### src/rtl/bht_update_scheduler_pkg.sv
// Shared definitions for the branch history table update scheduler:
// FSM state encoding, 2-bit counter encodings and the saturating
// counter next-state function.
package bht_update_scheduler_pkg;

  // Scheduler FSM states
  localparam logic [1:0] ST_INIT = 2'd0;
  localparam logic [1:0] ST_IDLE = 2'd1;
  localparam logic [1:0] ST_RD   = 2'd2;
  localparam logic [1:0] ST_WR   = 2'd3;

  // 2-bit branch counter encodings
  typedef enum logic [1:0] {
    STRONG_NT = 2'b00,
    WEAK_NT   = 2'b01,
    WEAK_T    = 2'b10,
    STRONG_T  = 2'b11
  } ctr_e;

  // Saturating counter update: taken counts up to STRONG_T,
  // not-taken counts down to STRONG_NT.
  function automatic logic [1:0] ctr_next(input logic [1:0] cur, input logic taken);
    logic [1:0] nxt;
    if (taken) nxt = (cur == STRONG_T)  ? cur : cur + 2'd1;
    else       nxt = (cur == STRONG_NT) ? cur : cur - 2'd1;
    return nxt;
  endfunction

endpackage

### src/rtl/bht_upd_fifo.sv
// Synchronous FIFO holding resolved-branch updates {addr, taken} until
// the scheduler finds a free slot on the table port.
// With BHT_BYPASS_EN defined the storage, read pointer and occupancy are
// exported so the top can search pending updates at lookup time.
module bht_upd_fifo #(
  parameter  int DEPTH  = 4,
  parameter  int DATA_W = 9,
  localparam int PTR_W  = $clog2(DEPTH)
) (
  input  logic              clk,
  input  logic              rst,
  input  logic              push_i,
  input  logic [DATA_W-1:0] wdata_i,
  input  logic              pop_i,
  output logic [DATA_W-1:0] rdata_o,
  output logic              full_o,
  output logic              empty_o
`ifdef BHT_BYPASS_EN
  ,
  output logic [DEPTH-1:0][DATA_W-1:0] mem_o,
  output logic [PTR_W-1:0]             rd_ptr_o,
  output logic [PTR_W:0]               count_o
`endif
);

  logic [DEPTH-1:0][DATA_W-1:0] mem_q;
  logic [PTR_W-1:0]             wr_ptr_q;
  logic [PTR_W-1:0]             rd_ptr_q;
  logic [PTR_W:0]               count_q;

  // Entry storage written at the tail on every push
  // NOTE: storage carries no reset; occupancy is tracked by count_q, so stale
  // entries are never observed and the array can map onto plain flops/LUTRAM.
  always_ff @(posedge clk) begin
    if (push_i) mem_q[wr_ptr_q] <= wdata_i;
  end

  // Pointer and occupancy tracking; reset empties the queue
  always_ff @(posedge clk or negedge rst) begin
    if (!rst) begin
      wr_ptr_q <= '0;
      rd_ptr_q <= '0;
      count_q  <= '0;
    end else begin
      if (push_i) wr_ptr_q <= wr_ptr_q + PTR_W'(1);
      if (pop_i)  rd_ptr_q <= rd_ptr_q + PTR_W'(1);
      case ({push_i, pop_i})
        2'b10:   count_q <= count_q + (PTR_W+1)'(1);
        2'b01:   count_q <= count_q - (PTR_W+1)'(1);
        default: count_q <= count_q;
      endcase
    end
  end

  assign rdata_o = mem_q[rd_ptr_q];
  assign full_o  = (count_q == (PTR_W+1)'(DEPTH));
  assign empty_o = (count_q == '0);

`ifdef BHT_BYPASS_EN
  assign mem_o    = mem_q;
  assign rd_ptr_o = rd_ptr_q;
  assign count_o  = count_q;
`endif

endmodule

### src/rtl/bht_update_scheduler.sv
// Owner of the single-port 2-bit branch history table. Fetch lookups get
// the port first; execute updates are queued and applied as
// read-modify-write (IDLE read, RD wait, WR write) in lookup-free cycles,
// or forcibly once the queue is full. After reset the whole table is
// swept to INIT_STATE before any traffic is accepted.
// Optional build macro: BHT_BYPASS_EN -- a lookup that hits a queued
// update reports the youngest queued direction in pred_taken.
module bht_update_scheduler
  import bht_update_scheduler_pkg::*;
#(
  parameter int         ADDR_W     = 8,
  parameter int         FIFO_DEPTH = 4,
  parameter logic [1:0] INIT_STATE = 2'b11
) (
  input  logic              clk,
  input  logic              rst,
  input  logic              lk_valid,
  input  logic [ADDR_W-1:0] lk_addr,
  output logic              lk_ready,
  output logic              pred_valid,
  output logic              pred_taken,
  output logic [1:0]        pred_state,
  input  logic              upd_valid,
  input  logic [ADDR_W-1:0] upd_addr,
  input  logic              upd_taken,
  output logic              upd_ready,
  output logic              busy,
  output logic              tbl_en,
  output logic              tbl_we,
  output logic [ADDR_W-1:0] tbl_addr,
  output logic [1:0]        tbl_wdata,
  input  logic [1:0]        tbl_rdata
);

  localparam int PTR_W = $clog2(FIFO_DEPTH);

  logic [1:0]        state_q, state_d;
  logic [ADDR_W-1:0] idx_q, idx_d;
  logic [1:0]        rmw_q;
  logic              pred_valid_q;

  logic              fifo_full, fifo_empty;
  logic [ADDR_W:0]   fifo_head;
  logic [ADDR_W-1:0] head_addr;
  logic              head_taken;
  logic              lk_fire, push, pop;

  logic              en_c, we_c;
  logic [ADDR_W-1:0] addr_c;
  logic [1:0]        wdata_c;

  assign head_addr  = fifo_head[ADDR_W:1];
  assign head_taken = fifo_head[0];

  // A full queue blocks lookups so the pending RMW always gets the port.
  assign lk_ready  = (state_q == ST_IDLE) && !fifo_full;
  assign lk_fire   = lk_valid && lk_ready;
  assign pop       = (state_q == ST_WR);
  // The WR pop frees a slot in the same cycle, so a full queue still accepts.
  assign upd_ready = (state_q != ST_INIT) && (!fifo_full || pop);
  assign push      = upd_valid && upd_ready;
  assign busy      = (state_q == ST_INIT);

`ifdef BHT_BYPASS_EN
  logic [FIFO_DEPTH-1:0][ADDR_W:0] fifo_mem;
  logic [PTR_W-1:0]                fifo_rd_ptr;
  logic [PTR_W:0]                  fifo_count;
`endif

  bht_upd_fifo #(
    .DEPTH  (FIFO_DEPTH),
    .DATA_W (ADDR_W + 1)
  ) u_fifo (
    .clk      (clk),
    .rst      (rst),
    .push_i   (push),
    .wdata_i  ({upd_addr, upd_taken}),
    .pop_i    (pop),
    .rdata_o  (fifo_head),
    .full_o   (fifo_full),
    .empty_o  (fifo_empty)
`ifdef BHT_BYPASS_EN
    ,
    .mem_o    (fifo_mem),
    .rd_ptr_o (fifo_rd_ptr),
    .count_o  (fifo_count)
`endif
  );

  // Next-state and table-port selection for sweep, lookup and RMW
  always_comb begin
    // NOTE: every variable gets a default before the case so no path leaves
    // it unassigned, which would otherwise infer a latch.
    state_d = state_q;
    idx_d   = idx_q;
    en_c    = 1'b0;
    we_c    = 1'b0;
    addr_c  = '0;
    wdata_c = '0;
    case (state_q)
      ST_INIT: begin
        en_c    = 1'b1;
        we_c    = 1'b1;
        addr_c  = idx_q;
        wdata_c = INIT_STATE;
        idx_d   = idx_q + ADDR_W'(1);
        if (&idx_q) state_d = ST_IDLE;
      end
      ST_IDLE: begin
        if (lk_fire) begin
          en_c   = 1'b1;
          addr_c = lk_addr;
        end else if (!fifo_empty) begin
          en_c    = 1'b1;
          addr_c  = head_addr;
          state_d = ST_RD;
        end
      end
      ST_RD: state_d = ST_WR;
      ST_WR: begin
        en_c    = 1'b1;
        we_c    = 1'b1;
        addr_c  = head_addr;
        wdata_c = ctr_next(rmw_q, head_taken);
        state_d = ST_IDLE;
      end
      default: state_d = ST_INIT;
    endcase
  end

  // The table port stays quiet while reset is held, even though the FSM
  // already sits on the first sweep write.
  assign tbl_en    = rst && en_c;
  assign tbl_we    = rst && we_c;
  assign tbl_addr  = rst ? addr_c  : '0;
  assign tbl_wdata = rst ? wdata_c : '0;

  // FSM, sweep index, RMW read capture and lookup-response flag
  always_ff @(posedge clk or negedge rst) begin
    if (!rst) begin
      state_q      <= ST_INIT;
      idx_q        <= '0;
      rmw_q        <= '0;
      pred_valid_q <= 1'b0;
    end else begin
      state_q      <= state_d;
      idx_q        <= idx_d;
      pred_valid_q <= lk_fire;
      if (state_q == ST_RD) rmw_q <= tbl_rdata;
    end
  end

  assign pred_valid = pred_valid_q;
  assign pred_state = pred_valid_q ? tbl_rdata : 2'b00;

`ifdef BHT_BYPASS_EN
  logic byp_hit, byp_taken;
  logic byp_hit_q, byp_taken_q;

  // Youngest queued update to the lookup index, oldest entry scanned first;
  // a push in the same cycle is younger than anything already stored.
  always_comb begin
    byp_hit   = 1'b0;
    byp_taken = 1'b0;
    for (int k = 0; k < FIFO_DEPTH; k++) begin
      if (k < int'(fifo_count) &&
          fifo_mem[fifo_rd_ptr + PTR_W'(k)][ADDR_W:1] == lk_addr) begin
        byp_hit   = 1'b1;
        byp_taken = fifo_mem[fifo_rd_ptr + PTR_W'(k)][0];
      end
    end
    if (push && upd_addr == lk_addr) begin
      byp_hit   = 1'b1;
      byp_taken = upd_taken;
    end
  end

  // Bypass result captured at lookup acceptance for use in the next cycle
  always_ff @(posedge clk or negedge rst) begin
    if (!rst) begin
      byp_hit_q   <= 1'b0;
      byp_taken_q <= 1'b0;
    end else begin
      byp_hit_q   <= lk_fire && byp_hit;
      byp_taken_q <= byp_taken;
    end
  end

  assign pred_taken = (pred_valid_q && byp_hit_q) ? byp_taken_q : pred_state[1];
`else
  assign pred_taken = pred_state[1];
`endif

endmodule

### config.mk
export PLATFORM = sky130hd
export DESIGN_NAME = bht_update_scheduler
export DESIGN_NICKNAME = d
export VERILOG_FILES = /design/src/rtl/bht_update_scheduler_pkg.sv /design/src/rtl/bht_upd_fifo.sv /design/src/rtl/bht_update_scheduler.sv
export SDC_FILE = /design/constraint.sdc
export NUM_CORES = 1
export LEC_CHECK = 0
export ABC_AREA = 1
export BUFFER_PORTS_ARGS = -buffer_cell sky130_fd_sc_hd__buf_2
export CAP_MARGIN = 20
export CORE_MARGIN = 2
export CORE_UTILIZATION = 44
export CTS_BUF_LIST = sky130_fd_sc_hd__clkbuf_8 sky130_fd_sc_hd__clkbuf_16
export DETAILED_ROUTE_END_ITERATION = 8
export SLEW_MARGIN = 20
export SYNTH_ARGS = -nofsm -noshare
export SYNTH_HDL_FRONTEND = slang
export SYNTH_SLANG_ARGS = --single-unit
### constraint.sdc
create_clock -name clk -period 2.8 [get_ports clk]
set_input_delay 0.56 -clock clk [delete_from_list [all_inputs] [get_ports clk]]
set_output_delay 0.56 -clock clk [all_outputs]
set_load 0.03 [all_outputs]
==> impl_metrics.ini, run 1 <==
[sta]
finalClockSkew_ns = 0.00754
fmaxAchievable_mhz = 401
slew_headroom_pct = 68.9
finalSetupViolCount = 0
layout_setup_ws_ns = 0.305
period_share_pct = 89.1
slew_violations = 0
tightest_slew_ns = 0.467
rsz0062_at_grt = no
period_needed_ns = 2.50
timing.hold.ws_ns = 0.233
final_hold_viol_count = 0
tns_ns = 0

[layout]
drive_above_1_share_pct = 21.2
nets = 374
multi_input_area_sq_um = 1050
areaGrowthSynthToFinish_pct = 13.9
diodes = 0
n_fill_cell = 582
regArea_sq_um = 1580
fin_cells = 416

[drt]
drtPass1Iterations = 6
drc_errors = 0
wl_per_cell_microns = 13.9
vias = 1992
drtIter0Drc = 113
ant_nets = 0
viasPerCell = 4.79
drt_wl_total_microns = 5770

[logic_synthesis]
syn_area_sq_um = 2820
ys_seq_area_share_pct = 56.0
synthCells = 290
avgSynthCellArea_sq_um = 9.74
ys_seq_elements = 56
synth_warnings = 0
yosysUniqueCellTypes = 30
syn_nets = 326

[cts]
cts_root_buf = clkbuf_8
clock_sinks = 56
path_clk_slew_ns = 0.10
cts_buffers = 5
clk_path_buf_depth = 2
holdBufCountCts = 0
cts_resized = 0
cts_tree = built
cts_setup_buffers = 0
htreeDepth = 2
clk_latency_ns = 0.31

[power_and_ir_drop]
combinationalPowerShare_pct = 3.7
clkPwrFrac_pct = 31.8
ir_worst_vdd_uv = 311
fin_total_pwr_mw = 1.37
p_int_mw = 1.07
seq_power_share_pct = 64.4
p_leak_nw = 1.47
switchingPower_mw = 0.293
switching_share_pct = 21.5
p_per_area_nw_per_um2 = 425

[grt]
grt_pass1_wl_microns = 9430
first_global_vias = 1934
track_usage_pct = 17.3
antenna_found_initial = 0
grt_max_degree = 22
grt_overflow = 0

[place]
pre_cts_ws_ns = 0.540
io_buffers = 41
dpl.hpwl_microns = 4210
dp_cells = 408
routabilityCongestion = 0.844

[floorplan]
io_pins = 42
die_h_microns = 84.1
die_w_microns = 84.1
core_sq_um = 6280
row_count = 29
start_util_pct = 45.0
die_area_sq_um = 7070

[worst_setup_path]
crit_path_end_kind = output port
worstPathRequired_ns = 2.24
worstPathMaxFanout = 9
critical_path_class = flip-flop to output port
start_kind = flip-flop
crit_arrival_ns = 1.94

[worst_hold_path]
min_path_type = input pin to async pin

[run_status]
outcome = finished clean

[job]
maxCapViolations = 0
## routing by layer
layer	part of all wire (%)	up-vias	GRT usage [%]
li1	-	1030	-
met1	45	906	23.2
met2	48	50	28.8
met3	5.7	6	3.96
met4	1.2	0	4.11
met5	0	-	0
## cell type report
type	count	share of cell area [%]
Clock inverter	3	0.545
Inverter	35	4.32
Multi-Input combinational cell	192	32.8
Timing Repair Buffer	48	8.02
Sequential cell	56	49.2
Tap cell	77	3.00
Clock buffer	5	2.14
## sequential cells by signal, indices dropped and copies added (netlist names)
name / count
u_fifo.count_q: 3
u_fifo.wr_ptr_q: 2
u_fifo.mem_q: 36
state_q: 2
rmw_q: 2
pred_valid: 1
u_fifo.rd_ptr_q: 2
idx_q: 8
## cells in the final DEF (no fill, tap or decap), drive strengths merged
cell	count
dfrtp	20
nand2	80
fa	1
clkinv	2
nand4	3
xnor2	3
nand3	23
nor2	30
o22ai	3
buf	48
o21ai	17
a21oi	11
inv	36
edfxtp	36
ha	12
clkbuf	5
xor2	9
## metrics by stage
stage                     util (%)  instance area (sq um)
after floorplan                  -                   2820
after global placement        49.9                   3130
after detailed placement      49.9                   3130
after CTS                     51.2                   3220
after global routing          51.2                   3220
final                         51.2                   3220
## worst paths after layout
check                      depth (start not counted)                 end         from  slack, ns
setup / recovery                                   9         tbl_addr[5]   state_q[1]       0.30
hold / removal                                     2  u_fifo.rd_ptr_q[1]          rst       0.23
setup reg to reg                                  10   u_fifo.count_q[2]   state_q[0]       0.52
hold reg to reg                                    1            idx_q[6]     idx_q[6]       0.51
max in group asynchronous                          2  u_fifo.wr_ptr_q[1]          rst       2.34
min in group clk                                   1     u_fifo.mem_q[5]  upd_addr[4]       0.46
## cell families (layout without fill, tap and decap cells)
logic type | count (synthesis) | count (layout) | share of synthesized area [%]
compound gates | 31 | 31 | 6.03
flops | 56 | 56 | 56.0
fa+ha+maj | 13 | 13 | 6.03
xor+xnor | 12 | 12 | 3.99
buf+inv | 42 | 91 | 6.65
simple gates | 136 | 136 | 21.3
## power groups by stage
stage	Combinational (mW)	Sequential, mW	Clock (mW)
after global placement	0.0512	0.898	0
after floorplan	0.0157	0.899	0
after detailed placement	0.0521	0.898	0
after global routing	0.0555	0.880	0.483
final	0.0509	0.880	0.435
after CTS	0.0522	0.880	0.452
## cell usage after synthesis
master	count	area share, %
nand2_1	76	10
edfxtp_1	36	38
inv_1	30	4.0
nor2_1	28	3.7
nand3_1	21	3.7
dfrtp_1	20	18
ha_1	12	5.3
o21ai_1	11	1.9
a21oi_1	9	1.6
xor2_1	8	2.5
o21ai_0	5	0.89
buf_2	3	0.53
inv_2	3	0.40
nand4_1	3	0.66
o22ai_1	3	0.66
xnor2_1	3	0.93
a21oi_2	2	0.62
buf_4	2	0.53
nand2_2	2	0.44
nand2_4	2	0.80
nand3_4	2	1.2
buf_6	1	0.40
clkbuf_4	1	0.27
clkinv_4	1	0.31
fa_1	1	0.71
inv_4	1	0.22
nor2_2	1	0.22
nor2_4	1	0.40
o21ai_2	1	0.31
xor2_2	1	0.58
## critical path: stages (launching register included)
cell      delay, ns
dfrtp_1        0.43
inv_1          0.12
ha_1           0.32
nand3_4        0.15
clkinv_4       0.12
nand2_2        0.05
nand2_1        0.06
nand2_1        0.06
a21oi_2        0.12
buf_2          0.21
Note: power is estimated with default switching activity, not from simulation.
==> run 2, diff against run 1 <==
PLACE_DENSITY = 0.7   (was default)
==> run 2 against run 1 <==
Die area did not move. Routed wire length fell by 1.5%. Combinational power fell by 2%. Via count rose by 0.95%. Critical endpoint unchanged. Critical path depth did not move. Count of clock-buffer cells in the layout did not move. First-iteration DRC count fell by 39%. Non-clock buffer count did not move.
==> impl_metrics.ini, run 2 (same netlist as run 1, synthesis figures left out) <==
[sta]
final_hold_viol_count = 0
finalSetupViolCount = 0
period_share_pct = 90.1
tightest_slew_ns = 0.443
tns_ns = 0
slew_headroom_pct = 70.5
period_needed_ns = 2.52
fmaxAchievable_mhz = 396
slew_violations = 0
finalClockSkew_ns = 0.00782
rsz0062_at_grt = no

[layout]
nets = 374
layout_commonest_cell = nand2_1
final_cell_area_sq_um = 3240
top_register = u_fifo.mem_q
areaGrowthSynthToFinish_pct = 14.9
diodes = 0
largest_reg_flops = 36
n_fill_cell = 579
layout_common_cells = nand2_1, buf_2, edfxtp_1
drive_above_1_share_pct = 21.5
top_regs = u_fifo.mem_q: 36 flops, idx_q: 8 flops, u_fifo.count_q: 3 flops

[drt]
drc_errors = 0
wl_per_cell_microns = 13.7
viasPerCell = 4.83
drtPass1Iterations = 4
drt_wl_total_microns = 5680
vias = 2011
drtIter0Drc = 69
ant_nets = 0

[worst_setup_path]
cp_cell_sequence = inv_1 -> ha_1 -> nand3_4 -> clkinv_4 -> nand2_2 -> nand2_1 -> nand2_1 -> a21oi_2 -> buf_2
critPathSlowestCell = dfrtp_1
critical_path_class = flip-flop to output port
worstPathRequired_ns = 2.24
crit_path_end_kind = output port
cpPeakStageDelay_ns = 0.44
critPathTopFamily = buffers and inverters
start_kind = flip-flop
cpMostUsedCell = nand2_1
crit_arrival_ns = 1.96
worstPathMaxFanout = 9
cp_num_buf_inv = 3

[cts]
path_clk_slew_ns = 0.10
clock_sinks = 56
cts_tree = built
cts_root_buf = clkbuf_8
cts_buffers = 5
cts_resized = 0
clk_latency_ns = 0.31
htreeDepth = 2
holdBufCountCts = 0
clk_path_buf_depth = 2
cts_setup_buffers = 0

[grt]
track_usage_pct = 17.2
grt_pass1_wl_microns = 9440
first_global_vias = 1969
antenna_found_initial = 0
grt_max_degree = 22
grt_overflow = 0

[place]
dpl_cell_area_sq_um = 3130
io_buffers = 41
routabilityCongestion = 0.877
dpl.hpwl_microns = 4120

[run_status]
outcome = finished clean

[job]
maxCapViolations = 0

[floorplan]
core_sq_um = 6280
die_area_sq_um = 7070
die_h_microns = 84.1
row_count = 29
io_pins = 42
die_w_microns = 84.1
start_util_pct = 45.0

[worst_hold_path]
min_path_type = input pin to async pin

[power_and_ir_drop]
p_per_area_nw_per_um2 = 452
p_leak_nw = 1.48
ir_worst_vdd_uv = 350
[run 2: cell count changes in the layout (fill, tap and decap cells not counted)]
| cell | before | now |
|---|---|---|
| bufinv_16 | 0 | 1 |
| inv_1 | 31 | 30 |
| inv_6 | 1 | 0 |
| inv_8 | 0 | 1 |
[run 2: layout make-up]
class	instances	area, sq um	area share (%)
well taps	77	96.3	2.97
repair buffers	48	258	7.94
clock inverters	3	46.3	1.43
multi-input cells	192	1050	32.5
inverters	35	139	4.28
flip-flops and latches	56	1580	48.7
clock buffers	5	68.8	2.12
[run 2: per-layer routing]
metal	global-route usage (%)	vias to the layer above	part of all wire, %
met5	0	-	0
met4	6.30	0	2.3
met3	3.46	11	4.8
met2	28.9	51	49
met1	22.0	913	44
li1	-	1036	-
[run 2: worst paths after layout]
| check | cells past startpoint | slack [ns] | end | from |
|---|---|---|---|---|
| max in group asynchronous | 2 | 2.37 | rmw_q[0] | rst |
| worst min-delay path | 2 | 0.21 | pred_valid | rst |
| min in group clk | 1 | 0.46 | u_fifo.mem_q[14] | upd_addr[4] |
| worst min register to register | 1 | 0.53 | idx_q[5] | idx_q[5] |
| worst max-delay path | 9 | 0.28 | tbl_addr[5] | state_q[1] |
| worst max register to register | 10 | 0.50 | u_fifo.count_q[2] | state_q[0] |
[run 2: where the power goes]
part	internal (mW)	switching, mW	leakage, nW	total [mW]
Sequential	0.880	0	0.562	0.880
Combinational	0.0169	0.0331	0.857	0.0500
Clock	0.271	0.265	0.0600	0.536
[run 2: metrics by stage]
step,cells,total power [mW],worst slack (ns),hold slack [ns],util (%)
6_report,416,1.47,0.276,0.211,51.7
3_5_place_dp,408,0.949,0.526,0.509,49.9
2_1_floorplan,290,0.914,0.340,0.264,-
3_3_place_gp,408,0.949,0.595,0.482,49.9
5_1_grt,416,1.51,0.0997,0.232,51.7
4_1_cts,416,1.48,0.259,0.220,51.7
==> run 3, diff against run 2 <==
SLEW_MARGIN = 25   (was 20)
SYNTH_HIERARCHICAL = 1   (was default)
==> run 3 against run 2 <==
Final area increased by 4.4%. Fmax increased by 0.42%. Cell count increased by 5.8%. Clock power decreased by 14%. Flip-flop and latch count unchanged. Die area increased by 7.0%. Clock skew decreased by 0.0038 ns. Count of clock-buffer cells in the layout unchanged. First-iteration DRC count increased by 88%. Core utilization decreased by 1.3 points. Critical endpoint is now tbl_addr[1].
==> impl_metrics.ini, run 3 <==
[worst_setup_path]
worstPathMaxFanout = 10
crit_arrival_ns = 1.95
start_kind = flip-flop
critical_path_class = flip-flop to output port
worstPathRequired_ns = 2.24
ff2ff_path_depth = 9
crit_path_end_kind = output port

[drt]
drt_wl_total_microns = 5930
wl_per_cell_microns = 13.5
drtIter0Drc = 130
drc_errors = 0
vias = 2121
viasPerCell = 4.82
ant_nets = 0
drtPass1Iterations = 4

[sta]
layout_setup_ws_ns = 0.286
tightest_slew_ns = 0.499
tns_ns = 0
fmaxAchievable_mhz = 398
period_needed_ns = 2.51
final_hold_viol_count = 0
slew_headroom_pct = 66.7
finalSetupViolCount = 0
slew_violations = 0
period_share_pct = 89.8
rsz0062_at_grt = no
finalClockSkew_ns = 0.00399

[layout]
multi_input_area_sq_um = 1110
diodes = 0
layout_common_cells = nand2_1, inv_1, buf_2
regArea_sq_um = 1580
n_fill_cell = 617
top_register = u_fifo/mem_q
final_cell_area_sq_um = 3390
top_regs = u_fifo/mem_q: 36 flops, idx_q: 8 flops, u_fifo/count_q: 3 flops
drive_above_1_share_pct = 23.9
layout_commonest_cell = nand2_1
largest_reg_flops = 36
areaGrowthSynthToFinish_pct = 11.8
nets = 394

[place]
routabilityCongestion = 0.847
io_buffers = 41
dpl_cell_area_sq_um = 3290
dpl.hpwl_microns = 4330
pre_cts_ws_ns = 0.426

[power_and_ir_drop]
clkPwrFrac_pct = 33.1
p_per_area_nw_per_um2 = 411
switchingPower_mw = 0.313
seq_power_share_pct = 63.2
combinationalPowerShare_pct = 3.7
ir_worst_vdd_uv = 224
p_leak_nw = 1.61
p_int_mw = 1.08
switching_share_pct = 22.5

[logic_synthesis]
avgSynthCellArea_sq_um = 9.59
yosysTopAreaCellShare_pct = 35.7
synthFlopType = edfxtp_1
ys_seq_area_share_pct = 52.2
synth-edff-count = 36
ys_seq_elements = 56
synth_commonest_cells = nand2_1, inv_1, edfxtp_1, dfrtp_1, a21oi_1
yosysMostFrequentCell = nand2_1
synth_warnings = 6
syn_nets = 351
synthCells = 316
synth_area_leaders = edfxtp_1, dfrtp_1, nand2_1
synth_area_leader_cell = edfxtp_1
ys_async_sr_fraction_pct = 35.7
yosysUniqueCellTypes = 32
syn_area_sq_um = 3030

[floorplan]
start_util_pct = 45.1
io_pins = 42
die_h_microns = 87.0
row_count = 30
core_sq_um = 6720
die_w_microns = 87.0
die_area_sq_um = 7570

[cts]
clk_path_buf_depth = 2
cts_root_buf = clkbuf_8
cts_tree = built
path_clk_slew_ns = 0.10
clock_sinks = 56
cts_buffers = 5
htreeDepth = 2
clk_latency_ns = 0.32
cts_setup_buffers = 0

[job]
maxCapViolations = 0

[grt]
grt_overflow = 0
grt_max_degree = 22
antenna_found_initial = 0
first_global_vias = 2022
grt_pass1_wl_microns = 9700
track_usage_pct = 17.0

[run_status]
outcome = finished clean

[worst_hold_path]
min_path_type = input pin to async pin
==> run 3: timing repair <==
action | CTS | global route
gates resized for setup | 0 | 3
endpoints found under the setup margin | 0 | 4
hold buffers | 0 | 0
==> run 3: per-layer routing <==
layer  share of wire [%]  vias to the layer above  track usage (%)
li1                    -                     1091                -
met1                  49                      986             23.9
met2                  46                       37             26.2
met3                 3.7                        7             3.79
met4                 1.4                        0             5.11
met5                   0                        -                0
==> run 3: power groups by stage <==
stage | Clock, mW | Combinational (mW) | Sequential [mW]
floorplan | 0 | 0.0182 | 0.899
global placement | 0 | 0.0515 | 0.898
detailed placement | 0 | 0.0522 | 0.898
CTS | 0.478 | 0.0523 | 0.880
global route | 0.509 | 0.0568 | 0.880
finish | 0.461 | 0.0514 | 0.880
==> run 3: per-stage QoR <==
stage | hold slack, ns | cells | utilization, % | power, mW
after floorplan | 0.264 | 316 | - | 0.917
after global placement | 0.486 | 432 | 48.9 | 0.950
after detailed placement | 0.489 | 432 | 48.9 | 0.950
after CTS | 0.217 | 440 | 50.3 | 1.41
after global routing | 0.225 | 440 | 50.4 | 1.45
final | 0.215 | 440 | 50.4 | 1.39
==> run 3: worst paths after layout <==
kind	startpoint	to	slack (ns)
setup / recovery	state_q[1]	tbl_addr[1]	0.29
hold / removal	rst	pred_valid	0.22
setup reg to reg	state_q[1]	u_fifo/count_q[1]	0.41
hold reg to reg	u_fifo/count_q[2]	u_fifo/count_q[2]	0.51
max in group asynchronous	rst	u_fifo/rd_ptr_q[0]	2.35
min in group clk	upd_addr[7]	u_fifo/mem_q[17]	0.45
==> run 3: logic make-up (layout without fill, tap and decap cells) <==
| family | Yosys count | after routing | share of synthesized area [%] |
|---|---|---|---|
| adders and majority gates | 12 | 12 | 5.20 |
| xor gates and xnor gates | 8 | 8 | 2.56 |
| and+or+nand+nor | 123 | 123 | 18.5 |
| buffers and inverters | 76 | 120 | 11.5 |
| DFF | 56 | 56 | 52.2 |
| AOI/OAI and AO/OA | 41 | 41 | 10.0 |
==> run 3: area by class of cell <==
cell class	instances	area share, %
sequential	56	46.7
multi-input combinational	184	32.8
inverter	66	7.61
timing repair buffer	46	7.16
tap	80	2.95
clock buffer	5	2.03
clock inverter	3	0.775
==> run 3: critical path, stage by stage, from the launching register on <==
cell and delay (ns):
dfrtp_1 0.44, inv_1 0.10, ha_2 0.34, inv_6 0.08
nor2_8 0.10, nand2_4 0.06, nand2_4 0.08, nand2_1 0.06
a21oi_1 0.15, buf_2 0.23
